===== config.mk =====
export PLATFORM = sky130hd
export DESIGN_NAME = pipe_hazard_ctrl
export DESIGN_NICKNAME = d
export VERILOG_FILES = /design/src/rtl/pipe_hazard_ctrl.sv
export SDC_FILE = /design/constraint.sdc
export NUM_CORES = 1
export LEC_CHECK = 0
export CAP_MARGIN = 20
export CELL_PAD_IN_SITES_DETAIL_PLACEMENT = 0
export CELL_PAD_IN_SITES_GLOBAL_PLACEMENT = 1
export CORE_ASPECT_RATIO = 0.5
export CORE_MARGIN = 5
export CORE_UTILIZATION = 30
export CTS_BUF_LIST = sky130_fd_sc_hd__clkbuf_2 sky130_fd_sc_hd__clkbuf_4 sky130_fd_sc_hd__clkbuf_8
export CTS_CLUSTER_SIZE = 12
export DETAILED_ROUTE_END_ITERATION = 12
export HOLD_SLACK_MARGIN = 0.02
export PLACE_DENSITY = 0.69
export SETUP_SLACK_MARGIN = 0.05
export SLEW_MARGIN = 10
export SYNTH_ARGS = -nofsm -noshare
export SYNTH_HDL_FRONTEND = slang
export SYNTH_SLANG_ARGS = --single-unit

===== constraint.sdc =====
create_clock -name clk -period 2.2 [get_ports clk]
set_input_delay 0.44 -clock clk [delete_from_list [all_inputs] [get_ports clk]]
set_output_delay 0.44 -clock clk [all_outputs]
set_load 0.02 [all_outputs]

===== src/rtl/pipe_hazard_ctrl.sv =====
// Pipeline hazard controller. It sequences memory-wait freezes, mispredict flushes and load-use bubbles.
// It also keeps saturating stall/flush counters and a sticky data-memory timeout flag.
module pipe_hazard_ctrl #(
    parameter int LOAD_USE_BUBBLES = 1,
    parameter int TIMEOUT_CYCLES   = 64,
    parameter int CNT_W            = 32
) (
    input  logic             clk,
    input  logic             reset,
    input  logic             valid_is_i,
    input  logic [4:0]       rs1_is_i,
    input  logic [4:0]       rs2_is_i,
    input  logic             rs1_used_is_i,
    input  logic             rs2_used_is_i,
    input  logic             valid_ex_i,
    input  logic [4:0]       rd_ex_i,
    input  logic             rf_en_ex_i,
    input  logic [1:0]       wb_sel_ex_i,
    input  logic             brn_mispred_ex_i,
    input  logic             dmem_req_mem_i,
    input  logic             dmem_ack_i,
    output logic             stall_if_o,
    output logic             stall_is_o,
    output logic             stall_ex_o,
    output logic             clr_is_o,
    output logic             clr_ex_o,
    output logic             clr_wb_o,
    output logic             redirect_o,
    output logic [CNT_W-1:0] stall_cnt_o,
    output logic [CNT_W-1:0] flush_cnt_o,
    output logic             err_timeout_o
);

    typedef enum logic {RUN, LU_STALL} state_e;

    state_e           state_q, state_d;
    logic [1:0]       bub_cnt_q, bub_cnt_d;
    logic [CNT_W-1:0] stall_cnt_q, stall_cnt_d;
    logic [CNT_W-1:0] flush_cnt_q, flush_cnt_d;
    logic             memw, mis, lu, flush_evt;

    assign memw = dmem_req_mem_i & ~dmem_ack_i;
    assign mis  = valid_ex_i & brn_mispred_ex_i;
    assign lu   = valid_ex_i & rf_en_ex_i & (wb_sel_ex_i == 2'b01) & (rd_ex_i != 5'd0) & valid_is_i &
                  ((rs1_used_is_i & (rs1_is_i == rd_ex_i)) | (rs2_used_is_i & (rs2_is_i == rd_ex_i)));

    // A memory wait freezes everything, including the bubble sequence, so a pending hazard replays afterwards.
    always_comb begin
        state_d    = state_q;
        bub_cnt_d  = bub_cnt_q;
        stall_if_o = 1'b0;
        stall_is_o = 1'b0;
        stall_ex_o = 1'b0;
        clr_is_o   = 1'b0;
        clr_ex_o   = 1'b0;
        clr_wb_o   = 1'b0;
        redirect_o = 1'b0;
        flush_evt  = 1'b0;
        if (!reset) begin
            if (memw) begin
                stall_if_o = 1'b1;
                stall_is_o = 1'b1;
                stall_ex_o = 1'b1;
                clr_wb_o   = 1'b1;
            end else begin
                case (state_q)
                    RUN: begin
                        if (mis) begin
                            clr_is_o   = 1'b1;
                            clr_ex_o   = 1'b1;
                            redirect_o = 1'b1;
                            flush_evt  = 1'b1;
                        end else if (lu) begin
                            stall_if_o = 1'b1;
                            stall_is_o = 1'b1;
                            clr_ex_o   = 1'b1;
                            if (LOAD_USE_BUBBLES > 1) begin
                                state_d   = LU_STALL;
                                bub_cnt_d = 2'(LOAD_USE_BUBBLES - 1);
                            end
                        end
                    end
                    LU_STALL: begin
                        stall_if_o = 1'b1;
                        stall_is_o = 1'b1;
                        clr_ex_o   = 1'b1;
                        bub_cnt_d  = bub_cnt_q - 2'd1;
                        if (bub_cnt_q == 2'd1) begin
                            state_d = RUN;
                        end
                    end
                    default: state_d = RUN;
                endcase
            end
        end
    end

    always_comb begin
        stall_cnt_d = stall_cnt_q;
        flush_cnt_d = flush_cnt_q;
        if (stall_if_o && (stall_cnt_q != '1)) begin
            stall_cnt_d = stall_cnt_q + CNT_W'(1);
        end
        if (flush_evt && (flush_cnt_q != '1)) begin
            flush_cnt_d = flush_cnt_q + CNT_W'(1);
        end
    end

    always_ff @(posedge clk or posedge reset) begin
        if (reset) begin
            state_q     <= RUN;
            bub_cnt_q   <= 2'd0;
            stall_cnt_q <= '0;
            flush_cnt_q <= '0;
        end else begin
            state_q     <= state_d;
            bub_cnt_q   <= bub_cnt_d;
            stall_cnt_q <= stall_cnt_d;
            flush_cnt_q <= flush_cnt_d;
        end
    end

    assign stall_cnt_o = stall_cnt_q;
    assign flush_cnt_o = flush_cnt_q;

    // The wait counter saturates at the threshold so that very long waits cannot wrap it.
    generate
        if (TIMEOUT_CYCLES > 0) begin : g_timeout
            localparam int WAIT_W = $clog2(TIMEOUT_CYCLES + 1);
            logic [WAIT_W-1:0] wait_cnt_q, wait_cnt_d;
            logic              err_q, err_d;

            always_comb begin
                wait_cnt_d = '0;
                err_d      = err_q;
                if (memw) begin
                    wait_cnt_d = wait_cnt_q;
                    if (wait_cnt_q != WAIT_W'(TIMEOUT_CYCLES)) begin
                        wait_cnt_d = wait_cnt_q + WAIT_W'(1);
                    end
                    if (wait_cnt_q == WAIT_W'(TIMEOUT_CYCLES - 1)) begin
                        err_d = 1'b1;
                    end
                end
            end

            always_ff @(posedge clk or posedge reset) begin
                if (reset) begin
                    wait_cnt_q <= '0;
                    err_q      <= 1'b0;
                end else begin
                    wait_cnt_q <= wait_cnt_d;
                    err_q      <= err_d;
                end
            end

            assign err_timeout_o = err_q;
        end else begin : g_no_timeout
            assign err_timeout_o = 1'b0;
        end
    endgenerate

endmodule


# After elaboration in Yosys (flattened, before gate mapping)
# Index checks and enable logic that the tools add are counted.
[totals]
register_bits = 75
input_bits = 27
out_inout_bits = 72
elab_cells = 58
[classes]
addsub = 4
n_eq_ne = 9
mux = 19
bitwise = 14
reduce_logical = 6
[ops]
columns = ["op", "n"]
rows = [
  ["adder 32 x 1 -> 32 bit (second input constant)", 2],
  ["inequality test 32 bit (second input constant)", 2],
  ["two-way mux 1 bit", 15],
  ["two-way mux 7 bit", 2],
  ["equality test 5 bit", 2],
  ["AND 1 bit", 9],
  ["adder 7 x 1 -> 7 bit (second input constant)", 1],
  ["equality test 7 x 6 -> 1 bit (second input constant)", 1],
  ["inequality test 7 bit (second input constant)", 1],
  ["nonzero test 5 bit", 1],
  ["equality test 2 x 1 -> 1 bit (second input constant)", 2],
  ["NOT 1 bit", 4],
  ["one-hot mux 1 bit (2 select lines)", 2],
  ["AND reduction 2 bit", 2],
  ["AND reduction 3 bit", 1],
  ["logical AND 1 bit", 2],
  ["inequality test 2 x 1 -> 1 bit (second input constant)", 1],
  ["subtractor 2 x 1 -> 2 bit (second input constant)", 1],
  ["bitwise OR 1 bit", 1],
]

# Logic depth before layout (Yosys ltp)
[logic_depth]
word_depth = 11
depth_mapped = 9
mapped_depth_nobuf = 7

# Least setup slack after synthesis
# Ideal clock, no wire load.
[synth_path]
kind = "input to register"
startpoint = "input port reset"
endpoint = "register stall_cnt_q[22] (netlist: stall_cnt_o[22])"
setup_ps = 130
arrival_time_ps = 3237
t_required_ps = 2070
path_slack_ps = -1167
cell_stages = 7
path_cell_list = "inv_1 > o21ai_0 > a32o_1 > o21ba_2 > buf_2 > nand4_1 > xnor2_1"
[synth_via]
elab_chain_cells = 2
[synth_rtl]
columns = ["item", "line_no", "rtl"]
rows = [
  ["start, declared", "9", "input logic reset,"],
  ["two-way mux 1 bit", "59", "if (!reset) begin"],
  ["logical AND 1 bit", "101", "if (stall_if_o && (stall_cnt_q != '1)) begin"],
  ["end signal, assigned", "118", "stall_cnt_q <= stall_cnt_d;"],
  ["end, declared", "38", "logic [CNT_W-1:0] stall_cnt_q, stall_cnt_d;"],
]
# No other way between the ends.
# A chain may end at the register's enable or synchronous reset.

# Worst setup path after layout
[layout_path]
startpoint = "input port rd_ex_i[1]"
endpoint = "output port stall_if_o"
[layout_via]
elab_chain_cells = 9
word_cells_on_any_way = 14
[layout_rtl]
columns = ["item", "line_no", "rtl"]
rows = [
  ["start, declared", "16", "input logic [4:0] rd_ex_i,"],
  ["equality test 5 bit or nonzero test 5 bit (tied branches)", "45, 44", ""],
  ["AND 1 bit, on equally long branches", "45, 44", ""],
  ["bitwise OR 1 bit or AND 1 bit (tied branches)", "45, 44", ""],
  ["AND 1 bit *", "44", "assign lu = valid_ex_i & rf_en_ex_i & (wb_sel_ex_i == 2'b01) & (rd_ex_i != 5'd0) & valid_is_i &"],
  ["two-way mux 1 bit *", "73", "end else if (lu) begin"],
  ["two-way mux 1 bit *", "68", "if (mis) begin"],
  ["one-hot mux 1 bit (2 select lines) *", "66", "case (state_q)"],
  ["two-way mux 1 bit *", "60", "if (memw) begin"],
  ["two-way mux 1 bit *", "59", ""],
  ["end, declared", "22", "output logic stall_if_o,"],
]
# Mark *: on every way between the ends. The rest lies on a longest branch, timed or not.

==> reports/metrics.cfg <==
[run_status]
outcome = finished with violations
violations = negative setup slack

[die]
core.rowCount = 28
core_area_um2 = 12000
io_pins = 99
initial_utilization_pct = 31.2
die_w_um = 168
die_h_um = 89.0
die-area_um2 = 15000

[cts]
clk_latency_ps = 360
htree_num_levels = 3
cts.sinks = 75
cts_max_path_buffers = 2
clk_pin_slew_ps = 90
cts_made_buffers = 9
root_buffer = clkbuf_8
cts_tree = built

[cells_and_area]
drive_gt1_share_pct = 24.5
diodes = 0
syn_to_final_growth_pct = 53.9
layout.nets = 554
final_util_pct = 48.0

[power]
p_leak_uw = 0.00251
combPwrFrac_pct = 22.6
p_total_uw = 3630
ir_drop_v = 0.000491
swShare_pct = 27.2
seq_power_share_pct = 42.5
power.internal_uw = 2640
power_density_nw_per_um2 = 629
switching_power_uw = 987
pwr-share-clk_pct = 35.0

[worst_setup_path]
cp-end-kind = output port
reg2reg_slack_ps = 170
critical_path_class = primary input to output port
cp.arrival_ps = 1800
required_ps = 1760
r2r-end = flush_cnt_o[31]
start_kind = primary input
r2r-start = flush_cnt_o[1]
cp_max_fo = 2
r2r_cells = 7

[grt]
overflow = 0
antenna_found_initial = 0
grt_pass1_vias = 3177
grt_pass1_wl_mm = 16.3
grt_usage_pct = 13.4
grt_max_degree = 76

[sta]
period_needed_ps = 2240
finalCritPeriodShare_pct = 102
slew_headroom_pct = 69.6
slew_violations = 0
hold_viol = 0
final-setup-viol-count = 2
fmax_mhz = 446
rsz0062_at_grt = yes
fin_skew_ps = 13.9
setup_ws_ps = -44.2
worst_pin_slew_ps = 456
setup-tns-final_ps = -86.1

[logic_synthesis]
synth_top_area_share_pct = 50.1
yosys_warnings = 0
synth-seq-cells = 75
synth_area_um2 = 3750
syn_avg_cell_area_um2 = 10.5
synth_area_leader_cell = dfrtp_1
seq_area_frac_synth_pct = 50.1
synthTopCellsByArea = dfrtp_1, xnor2_1, xor2_1, nand4_1, nand2_1
synthArstFlopShare_pct = 100
synth_edf_count = 0
syn_nets = 388
syn_inst = 356
yosys.cell_types.count = 42
synth_ff_type = dfrtp_1

[placed_design]
globalplace.congestion = 0.746
dp_hpwl_mm = 6.91
post-place-ws_ps = -865
port-buffer-count = 98

[job]
maxCapViolCount = 0

[detailed_routing]
drc = 0
ant_nets = 0
avgViaCountPerCell = 4.53
first_pass_iters = 4
drt-total-wl_mm = 9.84
dr_total_vias = 3134
drt_iter0_drc = 118
wl_per_cell_um = 14.2

[min_path]
hp-class = primary input to async pin

[Yosys cell counts, types with 2 or more instances]
master / instances
a21oi_1: 4
and2_1: 5
and3_1: 15
and4_1: 8
and4b_1: 2
buf_2: 3
buf_4: 3
clkbuf_1: 3
dfrtp_1: 75
ha_1: 5
inv_1: 8
mux2_2: 3
nand2_1: 35
nand2b_1: 3
nand3_1: 22
nand4_1: 25
nor2_1: 21
nor2b_1: 3
nor3_1: 8
nor4_1: 6
xnor2_1: 56
xor2_1: 23
[logic make-up after synthesis]
family                   Yosys count  synth area share (%)
AO/OA/AOI/OAI                     16                  3.44
XOR/XNOR                          79                  18.5
adder cells (fa/ha/maj)            5                  1.67
buffers and inverters             18                  2.40
flip-flops                        75                  50.1
multiplexers                       3                 0.901
AND/OR/NAND/NOR                  160                  23.0
[cell usage in the layout, fill, tap and decap left out, types with 5 or more instances in the layout]
| master | count |
|---|---|
| dfrtp_1 | 75 |
| clkdlybuf4s50_1 | 71 |
| buf_4 | 62 |
| xnor2_1 | 54 |
| nand2_1 | 33 |
| nand4_1 | 25 |
| xor2_1 | 23 |
| nor2_1 | 20 |
| and3_1 | 15 |
| nand3_1 | 13 |
| clkbuf_8 | 11 |
| dlygate4sd2_1 | 11 |
| and4_1 | 8 |
| nand3_2 | 8 |
| nor3_1 | 6 |
| inv_1 | 6 |
| and2_1 | 5 |
| buf_2 | 5 |
[critical path: stages]
cell and delay, ps:
buf_8 100, or4_4 530, o211a_1 270, a31oi_2 150
buf_4 160, inv_4 40, buf_6 120
[cell type report]
type | count | area (um^2)
inverter | 8 | 36.3
fill | 1151 | 6250
clock buffer | 13 | 166
clock inverter | 3 | 68.8
tap | 165 | 206
timing repair buffer | 163 | 1460
multi-input combinational | 265 | 1950
sequential | 75 | 1880
[power groups by stage]
stage | logic (uW) | clock network [uW] | registers (uW)
after floorplan | 221 | 0 | 1710
after global placement | 808 | 0 | 1560
after detailed placement | 813 | 0 | 1570
after CTS | 814 | 1320 | 1540
after global routing | 902 | 1370 | 1560
final | 819 | 1270 | 1540
[state kept, by name, indices dropped and copies added (netlist names)]
signal,count
bub_cnt_q,2
flush_cnt_o,32
state_q,1
err_timeout_o,1
stall_cnt_o,32
g_timeout.wait_cnt_q,7
[metal layers]
metal,track usage [%],vias up,routed length [um]
met2,21.8,38,4760
li1,-,1577,-
met4,4.34,0,140
met1,17.8,1508,4660
met5,0,-,0
met3,3.62,11,284
[metrics by stage]
| stage | std cells | cell area, um^2 | hold WS, ps |
|---|---|---|---|
| after global routing | 692 | 5770 | 489 |
| final | 692 | 5770 | 456 |
| after CTS | 689 | 5640 | 465 |
| after global placement | 669 | 5380 | 445 |
| after detailed placement | 669 | 5380 | 448 |
| after floorplan | 356 | 3820 | 453 |
[how the worst max path moves through the flow]
stage               startpoint              end  slack [ps]  cells past startpoint
floorplan                reset  stall_cnt_o[13]        -270                      7
CTS                 rd_ex_i[2]       stall_if_o         -50                      7
detailed placement  rd_ex_i[1]       stall_if_o        -870                      7
finish              rd_ex_i[1]       stall_if_o         -40                      7
global placement    rd_ex_i[1]       stall_if_o        -910                      7
global route        rd_ex_i[1]       stall_if_o        -100                      7
[repair_timing]
item | 4_1_cts | 5_1_grt
pin swaps | 18 | 9
gates cloned | 1 | 1
hold buffers | 0 | 0
endpoints found under the setup margin | 37 | 21
buffers inserted | 3 | 1
gates resized for setup | 63 | 30
Power figures use the tool's default switching activity.
==> RTL edit: new RTL, config.mk and constraints unchanged <==
Register the output `flush_cnt_o` once more, with the module's reset; this adds one clock of latency there. The other outputs are not delayed to match.
--- a/src/rtl/pipe_hazard_ctrl.sv
+++ b/src/rtl/pipe_hazard_ctrl.sv
@@ -122,5 +122,11 @@
 
     assign stall_cnt_o = stall_cnt_q;
-    assign flush_cnt_o = flush_cnt_q;
+    always_ff @(posedge clk or posedge reset) begin
+        if (reset) begin
+            flush_cnt_o <= '0;
+        end else begin
+            flush_cnt_o <= flush_cnt_q;
+        end
+    end
 
     // The wait counter saturates at the threshold so that very long waits cannot wrap it.
Function: changed (Yosys sat finds a counterexample within 4 cycles, from zero or initial values and one cycle with reset high).
==> RTL edit against the unedited design <==
- the flow still finishes with violations (setup timing)
- total power increased by 15%
- sequential cell count increased by 32
- design area increased by 17%
- setup slack improved by 0.026 ns
- synthesized area increased by 28%
- sequential share of layout area increased by 7.2 points
- wire length increased by 14%
- worst hold slack got worse by 0.067 ns
- global-route usage decreased by 1.5 points
==> RTL edit: results (changes against the unedited design) <==
Outcome
  – Status: finished with violations (unchanged)
  – Failing checks: setup timing (unchanged)

Placement
  – Dpl ws: -0.828 ns (was -0.865 ns)
  – Port bufs: 98 (unchanged)
  – Cells after DPL: 749 (was 669)
  – Final GP Congestion: 0.769 (was 0.746)
  – Area after DPL: 6360 um2 (was 5380 um2)
  – Hpwl dp: 8.08 mm (was 6.91 mm)

Clocking
  – CTS max path bufs: 2 (unchanged)
  – TritonCTS Buffers: 9 (unchanged)
  – CTS Root Cell: clkbuf_8 (unchanged)
  – Clk Latency, worst-skew pair: about 0.37 ns
  – Clock Pin Slew Worst Setup and Hold Paths: 0.12 ns (was 0.09 ns)
  – H-tree levels: 3 (unchanged)

Timing
  – Setup tns final: -0.0368 ns (was -0.0861 ns)
  – Post-Route Skew: 0.0203 ns (was 0.0139 ns)
  – Rel. slew slack: 0.377 (was 0.696)
  – Hold_ws: 0.389 ns (was 0.456 ns)
  – Setup ws final: -0.0184 ns (was -0.0442 ns)
  – # setup viols final: 2 (unchanged)

Detailed routing
  – Routed WL per cell: 14.4 um (was 14.2 um)
  – Via density: 4.62 (was 4.53)
  – DR pass1 iterations: 4 (unchanged)
  – Via count: 3591 (was 3134)
  – DR iter-0 viols: 174 (was 118)

Global route
  – First-pass GRT wire length: 18.4 mm (was 16.3 mm)
  – Initial antenna violation count: 0 (unchanged)
  – Overall routing resource usage: 0.119 (was 0.134)
  – Largest net degree at the start of global routing: 76 (unchanged)

Finish
  – ANT cells: 0 (unchanged)
  – Layout Nets: 601 (was 554)
  – Share of layout cells above drive strength 1: 0.233 (was 0.245)

Worst setup path
  – Crit path to: stall_is_o (was stall_if_o)
  – Critical R2R Launch: stall_cnt_o[1] (was flush_cnt_o[1])
  – Crit path from: wb_sel_ex_i[1] (was rd_ex_i[1])
  – CP Max Fanout: 2 (unchanged)
  – Worst R2R End: stall_cnt_o[1] (was flush_cnt_o[31])
  – R2R Setup Slk: ~0.18 ns
  – R2R cell count: 7 (unchanged)

Worst hold path
  – Worst hold stages: 0
  – Min-Delay Endpoint: flush_cnt_o[11]
  – Hold Crit Class: reg2reg (was in2async)
  – Worst hold start: flush_cnt_q[11]

Logic synthesis
  – Ys async rst share: 1.00 (unchanged)
  – Post-synthesis compound-gate area fraction: 0.0186 (was 0.0344)
  – Post-synthesis instance total: 414 (was 356)
  – Seq/Total Area, Yosys: 0.559 (was 0.501)
  – Post-synth top cells: dfrtp_1, xor2_1, nand3_1 (was dfrtp_1, xnor2_1, nand2_1)
  – Synth top area cells: dfrtp_1, xor2_1, xnor2_1 (was dfrtp_1, xnor2_1, xor2_1)
  – Yosys cell types: 47 (was 42)
  – Post-Synth XOR/XNOR Area: 0.135 (was 0.185)
  – Mux contribution to synthesized area: 0.0165 (was 0.00902)
  – Synth Area in Adders: 0.0131 (was 0.0167)
  – Synth warn: 0 (unchanged)
  – Post-synthesis net count: 446 (was 388)

Power and ir drop
  – Maximum VDD drop: 351 uV (was 491 uV)
  – Leakage: 3.05 nW (was 2.51 nW)
[RTL edit: cell count changes in the layout (fill, tap and decap cells not counted), sizes merged, moves of 6 or more]
| cell | delta |
|---|---|
| xnor2 | -34 |
| dfrtp | +32 |
| xor2 | +29 |
| nor3 | +19 |
| nand3 | +9 |
| nor2 | +8 |
| nand2 | -7 |
| nor4 | +7 |
| and3 | -6 |
| inv | +6 |
[RTL edit: power by group]
group / internal, mW / total (mW) / switching (mW)
logic: 0.379 / 0.778 / 0.398
registers: 2.10 / 2.21 / 0.108
clock network: 0.458 / 1.19 / 0.735
total: 2.94 / 4.18 / 1.24
[RTL edit: cell type report]
cell class / count / area (um2)
Timing Repair Buffer: 158 / 1430
Multi-Input combinational cell: 282 / 2130
Tap cell: 204 / 255
Fill cell: 1481 / 8800
Clock buffer: 10 / 131
Sequential cell: 107 / 2680
Inverter: 11 / 50.0
Clock inverter: 6 / 62.6
[RTL edit: repair_timing]
action / 4_1_cts / 5_1_grt
pin swaps: 14 / 12
setup buffers: 2 / 11
hold endpoints to repair: 0 / 0
resized for setup: 79 / 14
endpoints found under the setup margin: 41 / 18
[RTL edit: cell families after synthesis]
| family | Yosys count |
|---|---|
| xor+xnor | 74 |
| mux | 7 |
| flops | 107 |
| simple gates | 183 |
| buf+inv | 25 |
| compound gates | 13 |
| fa+ha+maj | 5 |
[RTL edit: per-layer routing]
metal | vias up | wire length [um] | global-route usage
met2 | 67 | 5600 | 0.200
met1 | 1771 | 5080 | 0.154
met4 | 0 | 99 | 0.0285
met3 | 8 | 416 | 0.0344
li1 | 1745 | - | -
met5 | - | 0 | 0
[RTL edit: worst max-delay path: stages]
cell and delay [ns]:
clkdlybuf4s50_1 0.39, and4b_1 0.24, o211ai_1 0.11, nand3b_1 0.19, o21a_4 0.25, inv_6 0.06, buf_6 0.10
